### src/rtl/div_unit.sv
`default_nettype none
// ============================================================================
//  Module   : div_unit
//  Purpose  : Sequential 32-bit signed divider for the DIV instruction. It
//             performs one restoring-division step per clock on operand
//             magnitudes, then applies signs so the quotient truncates toward
//             zero and the remainder takes the sign of the dividend.
//  Ports    : clk      - system clock, rising edge
//             reset    - synchronous, active-high reset
//             start    - request a division (sampled only when idle)
//             a, b     - dividend / divisor, two's complement
//             hi, lo   - remainder / quotient of the last completed division
//             busy     - division in progress
//             done     - one-cycle completion pulse
//             div_zero - one-cycle pulse with done when the divisor was zero
//  Revision : 1.0 - initial release
// ============================================================================
module div_unit (
    input  logic        clk,
    input  logic        reset,
    input  logic        start,
    input  logic [31:0] a,
    input  logic [31:0] b,
    output logic [31:0] hi,
    output logic [31:0] lo,
    output logic        busy,
    output logic        done,
    output logic        div_zero
);

    localparam logic [1:0] c_IDLE = 2'd0;
    localparam logic [1:0] c_CALC = 2'd1;
    localparam logic [1:0] c_FIX  = 2'd2;

    logic [1:0]  r_state;
    logic [1:0]  w_state_next;
    logic [4:0]  r_count;
    logic [32:0] r_rem;
    logic [31:0] r_quo;
    logic [31:0] r_divisor;
    logic        r_sign_q;
    logic        r_sign_r;
    logic [31:0] r_hi;
    logic [31:0] r_lo;
    logic        r_done;
    logic        r_div_zero;

    logic        w_b_zero;
    logic [31:0] w_a_mag;
    logic [31:0] w_b_mag;
    logic [33:0] w_shift_rem;
    logic [33:0] w_trial;

    assign w_b_zero = (b == 32'd0);
    // Negating 0x80000000 yields 0x80000000, which is the correct unsigned
    // magnitude 2^31, so the most-negative operand needs no special case.
    assign w_a_mag  = a[31] ? -a : a;
    assign w_b_mag  = b[31] ? -b : b;

    // The partial remainder is always below the divisor, so after the shift it
    // fits in 33 bits; one extra bit keeps the trial-subtract borrow visible.
    assign w_shift_rem = {r_rem, r_quo[31]};
    assign w_trial     = w_shift_rem - {2'b00, r_divisor};

    // ------------------------------------------------------------------------
    // State register
    // ------------------------------------------------------------------------
    always_ff @(posedge clk) begin
        if (reset) begin
            r_state <= c_IDLE;
        end else begin
            r_state <= w_state_next;
        end
    end

    // ------------------------------------------------------------------------
    // Next-state logic
    // ------------------------------------------------------------------------
    always_comb begin
        w_state_next = r_state;
        case (r_state)
            c_IDLE: begin
                if (start && !w_b_zero) begin
                    w_state_next = c_CALC;
                end
            end
            c_CALC: begin
                if (r_count == 5'd31) begin
                    w_state_next = c_FIX;
                end
            end
            c_FIX:   w_state_next = c_IDLE;
            default: w_state_next = c_IDLE;
        endcase
    end

    // ------------------------------------------------------------------------
    // Datapath and result registers
    // ------------------------------------------------------------------------
    always_ff @(posedge clk) begin
        if (reset) begin
            r_count    <= 5'd0;
            r_rem      <= 33'd0;
            r_quo      <= 32'd0;
            r_divisor  <= 32'd0;
            r_sign_q   <= 1'b0;
            r_sign_r   <= 1'b0;
            r_hi       <= 32'd0;
            r_lo       <= 32'd0;
            r_done     <= 1'b0;
            r_div_zero <= 1'b0;
        end else begin
            r_done     <= 1'b0;
            r_div_zero <= 1'b0;
            case (r_state)
                c_IDLE: begin
                    if (start) begin
                        if (w_b_zero) begin
                            // Flag immediately; results are left untouched.
                            r_done     <= 1'b1;
                            r_div_zero <= 1'b1;
                        end else begin
                            r_quo     <= w_a_mag;
                            r_divisor <= w_b_mag;
                            r_sign_q  <= a[31] ^ b[31];
                            r_sign_r  <= a[31];
                            r_rem     <= 33'd0;
                            r_count   <= 5'd0;
                        end
                    end
                end
                c_CALC: begin
                    // r_quo doubles as the dividend shift register: dividend
                    // bits leave at the top while quotient bits enter below.
                    if (!w_trial[33]) begin
                        r_rem <= w_trial[32:0];
                        r_quo <= {r_quo[30:0], 1'b1};
                    end else begin
                        r_rem <= w_shift_rem[32:0];
                        r_quo <= {r_quo[30:0], 1'b0};
                    end
                    r_count <= r_count + 5'd1;
                end
                c_FIX: begin
                    r_lo   <= r_sign_q ? -r_quo : r_quo;
                    r_hi   <= r_sign_r ? -r_rem[31:0] : r_rem[31:0];
                    r_done <= 1'b1;
                end
                default: begin
                end
            endcase
        end
    end

    assign hi       = r_hi;
    assign lo       = r_lo;
    assign busy     = (r_state == c_CALC) || (r_state == c_FIX);
    assign done     = r_done;
    assign div_zero = r_div_zero;

endmodule
`default_nettype wire

### config.mk
export PLATFORM = sky130hd
export DESIGN_NAME = div_unit
export DESIGN_NICKNAME = d
export VERILOG_FILES = /design/src/rtl/div_unit.sv
export SDC_FILE = /design/constraint.sdc
export NUM_CORES = 1
export LEC_CHECK = 0
export CORE_UTILIZATION = 51
export CTS_CLUSTER_SIZE = 10
export DETAILED_ROUTE_END_ITERATION = 8
export PLACE_DENSITY = 0.75
export SKIP_LAST_GASP = 1
export SLEW_MARGIN = 15
export SYNTH_ARGS = -nofsm -noshare
export SYNTH_HDL_FRONTEND = slang
export SYNTH_SLANG_ARGS = --single-unit
### constraint.sdc
create_clock -name clk -period 2.6 [get_ports clk]
set_input_delay 0.52 -clock clk [delete_from_list [all_inputs] [get_ports clk]]
set_output_delay 0.52 -clock clk [all_outputs]
set_load 0.01 [all_outputs]
==> impl_metrics.ini <==
[layout]
design_area_sq_um = 16540
stdcell_count = 2040
nets = 1866
fillers = 1273
area_growth_pct = 54.35
drive_gt1_frac = 0.3090
n_antenna_cell = 0

[sta]
timing.fmax_mhz = 340.9
relSlewSlack = 0.4417
slew_viol_final = 0
hold_violations = 0
rsz0062_at_grt = yes
fin_crit_ps = 2934
min_period_over_period = 1.128
fin_ws_ps = -333.8
finalSetupViolCount = 51
finClkSkew_ps = 14.51
holdWs_ps = 455.1
tightest_slew_ps = 836.2

[synth]
async_reset_ff_frac = 0
synth_commonest_cells = nand2_1 (182), dfxtp_1 (172), nor2_1 (132), xor2_1 (108), o21ai_0 (104)
synth_compound_area_frac = 0.2386
yosys.cell_count.top_type = nand2_1
syn-num-nets = 1469
synth_top_family_by_area = compound AO/OA/AOI/OAI gates
synth_top_area_frac = 0.3213
synth_ff_type = dfxtp_1
synth_xor_xnor_area_share = 0.1201
syn_inst = 1360
synth_area_leaders = dfxtp_1 (32%), xor2_1 (8.8%), nand2_1 (6.4%)
yosys_warnings = 0
yosysUniqueCellTypes = 66
synth-simple-area-share = 0.1895
synth_area_per_cell_sq_um = 7.880
synth-adder-area-share = 0.04974
seq_area_frac_synth = 0.3213
synth_edf_count = 0
netlist_area_sq_um = 10720
synthMuxAreaShare = 0.03281
synth_largest_area_cell = dfxtp_1
yosys_register_bits = 172

[floorplanning]
fp-row-count = 52
pin_count = 134
die_x_um = 147.0
die-area_sq_um = 21600
core_sq_um = 20430
initial_core_util = 0.5246
die_y_um = 147.0

[clock_tree]
worstSkewPairLatency_ps = 450
h-tree-depth = 4
cts_tree = done
cts_made_buffers = 17
clk_pin_slew_ps = 70
ctsHoldBuffers = 0
cts_num_sinks = 172
clockBufferDepth = 2
root_buffer = clkbuf_16

[worst_hold_path]
hp-class = in2reg
hold_start = reset

[critical_path]
start_kind = register
crit_fanout = 3
cp.required_ps = 2930
regToRegStartpoint = r_quo[31]
cp-end-kind = register
path_class = reg2reg
crit_start = r_quo[31]
r2r_slack_ps = -330
crit_arrival_ps = 3260

[run_status]
outcome = finished with violations
violations = setup timing

[global_routing]
overflow = 0
track_usage = 0.3316
grt_max_degree = 72
antenna_found_initial = 0
grt_pass1_wl_um = 57370
grt_pass1_vias = 11150

[place]
dp_slack_ps = -671.6
place_congestion = 0.9584
dp_hpwl_um = 24120
placed_area_sq_um = 14220
portBuffers = 133
dp.cells = 1934

[routing]
drc = 0
wirelength_um = 39730
postRouteAntennaNets = 0
via_per_inst = 6.005
drt_pass1_iterations = 9
vias = 12250
drt-initial-drc-count = 1172
routedWlPerCell_um = 19.48

[pwr]
power_density_nw_per_um2 = 461.8
p_total_w = 0.007639
p_leak_nw = 6.672
vdd.ir_drop.worst_v = 0.0004356

[job]
maxCapViolCount = 0
through the flow:
step / setup TNS [ps] / util
finish: -9307 / 0.8097
CTS: -4769 / 0.7694
global route: -13990 / 0.8097
floorplan: -2375 / -
global placement: -50840 / 0.6960
detailed placement: -55340 / 0.6960
report_power, final:
| group | switching [W] | leakage [nW] | internal (W) | total (W) |
|---|---|---|---|---|
| clock network | 0.00114 | 0.288 | 0.00144 | 0.00259 |
| registers | 0.000121 | 1.40 | 0.00274 | 0.00286 |
| logic | 0.00119 | 4.98 | 0.000999 | 0.00219 |
per-layer routing:
| layer | up-vias | GRT usage | part of all wire | wire [um] |
|---|---|---|---|---|
| met5 | - | 0 | 0 | 0 |
| li1 | 5666 | - | - | - |
| met1 | 5802 | 0.4521 | 0.41 | 16140 |
| met3 | 140 | 0.06025 | 0.093 | 3697 |
| met4 | 0 | 0.1108 | 0.036 | 1419 |
| met2 | 642 | 0.5275 | 0.46 | 18480 |
cells by family after synthesis:
family                     Yosys count
DFF                                172
and+or+nand+nor                    442
muxes                               35
xor gates and xnor gates           147
adders and majority gates           42
AOI/OAI and AO/OA                  389
buffers and inverters              133
state kept, by name (all words and copies together) (netlist names):
| register | flops |
|---|---|
| lo | 32 |
| r_rem | 33 |
| r_state | 2 |
| r_divisor | 32 |
| done | 1 |
| hi | 32 |
| r_sign_r | 1 |
| div_zero | 1 |
| r_count | 5 |
| r_sign_q | 1 |
| r_quo | 32 |
final timing paths:
| path | endpoint | depth (start not counted) |
|---|---|---|
| max | r_rem[26] | 14 |
| min | r_count[3] | 2 |
| max reg2reg | r_rem[26] | 14 |
| min reg2reg | r_count[4] | 2 |
cell type report:
| type | count | area [sq um] | area share |
|---|---|---|---|
| clock buffer | 22 | 485.5 | 0.02935 |
| clock inverter | 10 | 101.3 | 0.006127 |
| inverter | 54 | 205.2 | 0.01241 |
| multi-input combinational | 1056 | 7848 | 0.4744 |
| sequential | 172 | 3465 | 0.2095 |
| tap | 270 | 337.8 | 0.02042 |
| timing repair buffer | 456 | 4099 | 0.2478 |
cell usage in the layout (no fill, tap or decap), types with 9 or more instances in the layout:
| cell type | synthesis | routed |
|---|---|---|
| a211oi_1 | 89 | 80 |
| a211oi_2 | 0 | 9 |
| a21o_1 | 12 | 12 |
| a21oi_1 | 66 | 47 |
| a21oi_2 | 0 | 17 |
| a32oi_1 | 10 | 9 |
| buf_12 | 0 | 13 |
| buf_4 | 0 | 285 |
| buf_6 | 0 | 20 |
| clkbuf_16 | 0 | 22 |
| clkdlybuf4s50_1 | 0 | 113 |
| dfxtp_1 | 172 | 159 |
| dfxtp_2 | 0 | 11 |
| ha_1 | 41 | 29 |
| ha_4 | 0 | 10 |
| inv_1 | 54 | 45 |
| mux2i_1 | 34 | 31 |
| nand2_1 | 182 | 169 |
| nand3_1 | 17 | 13 |
| nand4_1 | 10 | 10 |
| nor2_1 | 132 | 125 |
| nor3_1 | 19 | 16 |
| o21ai_0 | 104 | 57 |
| o21ai_1 | 5 | 39 |
| o21ai_2 | 0 | 11 |
| o31ai_1 | 40 | 25 |
| o41ai_1 | 16 | 9 |
| or3_1 | 13 | 10 |
| or4_4 | 5 | 13 |
| xnor2_1 | 39 | 37 |
| xor2_1 | 108 | 104 |
worst max-delay path, stage by stage, from the launching register on:
cell,delay (ps)
dfxtp_2,320
inv_2,70
ha_4,140
inv_2,40
fa_2,350
a21o_1,220
a221o_1,370
a21oi_4,250
o21a_1,220
nand2_2,90
a221oi_2,240
buf_4,200
o31ai_4,90
xnor2_2,160
o21ai_1,80
what timing repair did:
item | in CTS | in global routing
setup endpoints to repair | 97 | 107
cloned | 5 | 6
resized for setup | 140 | 149
buffers inserted | 46 | 28
pin swaps | 39 | 75
No activity file was read; power rests on OpenSTA's default activity.
